## src/rtl/norm_pkg.sv

```systemverilog
// Shared types and helpers for the sequential normalizer.
// Holds the FSM state encoding and the stage-count helper.
package norm_pkg;

  typedef enum logic [1:0] {
    IDLE = 2'd0,
    RUN  = 2'd1,
    DONE = 2'd2
  } state_t;

  // One binary-search stage per bit of the shift amount.
  function automatic int stage_count(input int width);
    return $clog2(width);
  endfunction

endpackage

```

## src/rtl/normalize_step.sv

```systemverilog
// One combinational binary-search stage.
// Shifts left by 'shift' when the top bits carry no information.
module normalize_step #(
  parameter int WIDTH = 32,
  parameter int SW    = 5
) (
  input  logic [WIDTH-1:0] data,
  input  logic             arith,
  input  logic [SW-1:0]    shift,
  output logic [WIDTH-1:0] data_next,
  output logic             hit
);

  localparam logic [WIDTH-1:0] ONES = '1;

  logic [WIDTH-1:0] top_mask;
  logic [WIDTH-1:0] sign_mask;
  logic [WIDTH-1:0] sign_diff;
  logic [SW:0]      shift_p1;

  // Signed mode needs s+1 matching bits: the bit just below the shifted-out
  // field becomes the new MSB and must still equal the sign.
  assign shift_p1  = {1'b0, shift} + 1'b1;
  assign top_mask  = ~(ONES >> shift);
  assign sign_mask = ~(ONES >> shift_p1);
  assign sign_diff = data ^ {WIDTH{data[WIDTH-1]}};

  assign hit       = arith ? ((sign_diff & sign_mask) == '0)
                           : ((data & top_mask) == '0);
  assign data_next = hit ? (data << shift) : data;

endmodule

```

## src/rtl/seq_normalizer.sv

```systemverilog
// Multi-cycle normalizer: counts leading zeros or redundant sign bits with a
// binary search, one stage per cycle, and left-shifts the operand by that count.
//
// state | meaning
// IDLE  | waiting for an operand, in_ready=1
// RUN   | one search stage per cycle, k from L-1 down to 0
// DONE  | result held, out_valid=1, waiting for out_ready
module seq_normalizer
  import norm_pkg::*;
#(
  parameter int WIDTH = 32,
  localparam int L    = stage_count(WIDTH)
) (
  input  logic             clk,
  input  logic             rst,
  input  logic             in_valid,
  output logic             in_ready,
  input  logic [WIDTH-1:0] data_in,
  input  logic             arith,
  output logic             out_valid,
  input  logic             out_ready,
  output logic [WIDTH-1:0] data_out,
  output logic [L:0]       shift_amt,
  output logic             zero
);

  state_t           state;
  state_t           state_next;
  logic [L-1:0]     k;
  logic [L-1:0]     count;
  logic [L-1:0]     count_next;
  logic [L-1:0]     stage_s;
  logic [WIDTH-1:0] work;
  logic             work_arith;
  logic [WIDTH-1:0] step_data;
  logic             step_hit;

  assign stage_s    = {{(L-1){1'b0}}, 1'b1} << k;
  assign count_next = step_hit ? (count + stage_s) : count;

  normalize_step #(
    .WIDTH (WIDTH),
    .SW    (L)
  ) u_step (
    .data      (work),
    .arith     (work_arith),
    .shift     (stage_s),
    .data_next (step_data),
    .hit       (step_hit)
  );

  assign in_ready  = (state == IDLE);
  assign out_valid = (state == DONE);

  always_ff @(posedge clk or posedge rst) begin
    if (rst) state <= IDLE;
    else     state <= state_next;
  end

  always_comb begin
    state_next = state;
    case (state)
      IDLE:    if (in_valid)  state_next = RUN;
      RUN:     if (k == '0)   state_next = DONE;
      DONE:    if (out_ready) state_next = IDLE;
      default:                state_next = IDLE;
    endcase
  end

  always_ff @(posedge clk or posedge rst) begin
    if (rst) begin
      work       <= '0;
      work_arith <= 1'b0;
      count      <= '0;
      k          <= '0;
      data_out   <= '0;
      shift_amt  <= '0;
      zero       <= 1'b0;
    end else begin
      case (state)
        IDLE: begin
          if (in_valid) begin
            work       <= data_in;
            work_arith <= arith;
            count      <= '0;
            k          <= L'(L - 1);
          end
        end
        RUN: begin
          work  <= step_data;
          count <= count_next;
          k     <= k - 1'b1;
          if (k == '0) begin
            data_out <= step_data;
            zero     <= (step_data == '0);
            // Only an all-zero unsigned operand reports the full width.
            shift_amt <= (!work_arith && step_data == '0) ? (L+1)'(WIDTH)
                                                          : {1'b0, count_next};
          end
        end
        default: ;
      endcase
    end
  end

endmodule

```

## config.mk

```make
export PLATFORM = sky130hd
export DESIGN_NAME = seq_normalizer
export DESIGN_NICKNAME = d
export VERILOG_FILES = /design/src/rtl/norm_pkg.sv /design/src/rtl/normalize_step.sv /design/src/rtl/seq_normalizer.sv
export SDC_FILE = /design/constraint.sdc
export NUM_CORES = 1
export LEC_CHECK = 0
export ABC_AREA = 1
export BUFFER_PORTS_ARGS = -buffer_cell sky130_fd_sc_hd__buf_2
export CORE_MARGIN = 1
export CORE_UTILIZATION = 51
export CTS_BUF_LIST = sky130_fd_sc_hd__clkbuf_8
export CTS_CLUSTER_DIAMETER = 30
export DETAILED_ROUTE_END_ITERATION = 8
export PLACE_DENSITY_LB_ADDON = 0.12
export SETUP_SLACK_MARGIN = 0.05
export SLEW_MARGIN = 30
export SYNTH_ARGS = -nofsm -noshare
export SYNTH_HDL_FRONTEND = slang
export SYNTH_SLANG_ARGS = --single-unit
```

## constraint.sdc

```tcl
create_clock -name clk -period 6.25 [get_ports clk]
set_clock_uncertainty 0.15 [all_clocks]
set_input_delay 0.9375 -clock clk [delete_from_list [all_inputs] [get_ports clk]]
set_output_delay 0.9375 -clock clk [all_outputs]
set_load 0.01 [all_outputs]
```

==> impl_metrics.json <==
{
  "outcome": "finished, final reports clean",
  "cp_max_fo": 43,
  "reg2reg_depth": 18,
  "wl_per_cell_um": 18.2,
  "syn-cell-area_mm2": 0.00635,
  "clk_pin_slew_worst_paths_ns": 0.10,
  "drc": 0,
  "drt_iter0_drc": 811,
  "synth_warnings": 0,
  "path_class": "flip-flop to flip-flop",
  "drtPass1Iterations": 6,
  "die_h_um": 114,
  "finalSetupTns_ns": 0,
  "diodes": 0,
  "synth.avg_cell_area_um2": 6.50,
  "area_growth_syn_to_layout_pct": 8.47,
  "cts_hold_buf": 0,
  "hp-start": "data_out[0]",
  "syn_inst": 977,
  "r2r_slack_ns": 1.84,
  "drive_gt1_share_pct": 13.2,
  "hold_viol": 0,
  "crit_path_end_kind": "flip-flop",
  "ctsHtreeMaxLevel": 3,
  "drv_cap": 0,
  "cts_made_buffers": 9,
  "cts-root-buf": "clkbuf_8",
  "dp_hpwl_um": 15900,
  "mostFrequentLayoutCells": "347 x nand2_1, 208 x nand3_1, 84 x dfrtp_1",
  "core_area_mm2": 0.0121,
  "cts_resized": 0,
  "reg2reg_to": "shift_amt[3]",
  "finalCriticalPeriod_ns": 4.41,
  "num_vias": 6900,
  "via_per_inst": 5.81,
  "die-area_mm2": 0.0129,
  "startpoint_type": "flip-flop",
  "final_nets": 1058,
  "initial_core_util_pct": 52.7,
  "relSlewSlack_pct": 37.6,
  "max_slew.worst_pin.slew_ns": 0.934,
  "yosysUniqueCellTypes": 35,
  "io_pins": 78,
  "ys_ff_latch": 84,
  "grt_pass1_wl_um": 34000,
  "min_to": "data_out[0]",
  "arrival_ns": 4.54,
  "grtUsageTotal_pct": 34.9,
  "grt_pass1_vias": 6305,
  "cts_tree": "built",
  "rsz0062_at_grt": "false",
  "routed_wirelength_um": 21600,
  "r2r-start": "k[2]",
  "fp.dieW_um": 114,
  "grt_max_degree": 85,
  "rows": 40,
  "layout_commonest_cell": "nand2_1",
  "antenna_found_initial": 0,
  "max_freq_ghz": 0.227,
  "whs_path_depth": 2,
  "finalCritPeriodShare_pct": 70.5,
  "cts.sink_count": 84,
  "overflow": 0,
  "numPortBuffers": 77,
  "ant_nets": 0,
  "setup_viol_count_final": 0,
  "crit_required_ns": 6.38,
  "cts_setup_buffers": 0,
  "ctsLongestPathBuffers": 2,
  "yosysSeqAreaShare_pct": 33.1,
  "fillCellCount": 1263,
  "hp-class": "flip-flop to flip-flop",
  "synth.net_count": 1021,
  "clk_latency_ns": 0.38,
  "slew_viol_final": 0,
  "gp_congestion": 0.993
}
cell type report:
cell class | instances | area (um2) | area share [%]
clock buffers | 10 | 138 | 2.00
clock inverters | 6 | 53.8 | 0.781
repair buffers | 84 | 442 | 6.41
well taps | 168 | 210 | 3.05
multi-input cells | 760 | 3660 | 53.1
flip-flops and latches | 84 | 2100 | 30.5
inverters | 75 | 285 | 4.14
worst max-delay path by stage:
stage / cells after the start / endpoint / startpoint / slack [ns]
after global placement: 18 / shift_amt[4] / k[2] / 2.07
after detailed placement: 18 / shift_amt[3] / k[2] / 1.98
after global routing: 18 / shift_amt[2] / k[2] / 1.42
after CTS: 18 / shift_amt[3] / k[2] / 1.96
after floorplan: 1 / count[0] / rst / 3.00
final: 18 / shift_amt[3] / k[2] / 1.84
per-layer routing:
layer  up-vias  GRT usage [%]  part of all wire (%)
met3        44           7.49                   8.4
met5         -              0                     0
met2       315           51.8                    43
met4         0           12.8                   2.8
li1       3328              -                     -
met1      3213           50.1                    46
worst max-delay path: stages (launching register included):
cell	delay (ns)
dfrtp_1	0.45
nor2_2	0.48
nand3_1	0.74
nand2_4	0.38
inv_2	0.17
a21oi_2	0.15
nor2_2	0.07
nand2_4	0.19
nand2_4	0.29
inv_2	0.29
nand2_1	0.09
nand2_1	0.13
nand2_1	0.06
nor2_1	0.10
nand2_1	0.07
nor2_2	0.17
nand3_2	0.15
nand2_1	0.09
nand2_1	0.05
stage by stage:
step	hold slack [ns]	worst slack [ns]	utilization [%]	std cells	area [um2]
2_1_floorplan	0.324	3.00	-	977	6350
3_3_place_gp	0.311	2.07	55.5	1171	6700
3_5_place_dp	0.316	1.98	55.6	1171	6700
4_1_cts	0.347	1.96	57.1	1187	6890
5_1_grt	0.365	1.42	57.1	1187	6890
6_report	0.341	1.84	57.1	1187	6890
Yosys cell counts, drive strengths merged:
library cell	n	share of area [%]
a21oi	10	0.85
and2	1	0.099
buf	28	3.1
clkbuf	30	1.8
clkinv	1	0.059
dfrtp	84	33
fa	1	0.32
ha	6	1.2
inv	74	4.4
nand2	353	21
nand3	213	17
nand3b	1	0.12
nand4	21	2.1
nor2	54	3.9
nor4	1	0.099
o211ai	1	0.12
o21ai	55	4.3
o221ai	31	4.3
o22ai	4	0.39
o31ai	1	0.12
or2	1	0.099
xnor2	1	0.14
xor2	5	0.69
state kept, by name, summed over array words and instances, names as in the netlist:
| signal | flops |
|---|---|
| k | 5 |
| zero | 1 |
| work_arith | 1 |
| work | 32 |
| state | 2 |
| shift_amt | 6 |
| count | 5 |
| data_out | 32 |
kinds of logic (layout without fill, tap and decap cells):
logic type	count (synthesis)	count (layout)	synth area share [%]
simple gates	645	645	45.2
buf+inv	133	175	9.33
flops	84	84	33.1
fa+ha+maj	7	7	1.50
xor+xnor	6	6	0.827
compound gates	102	102	10.1
Power is left out: the tool's default activity adds up to more than one toggle a clock period on the data nets, which glitch-free logic cannot reach.
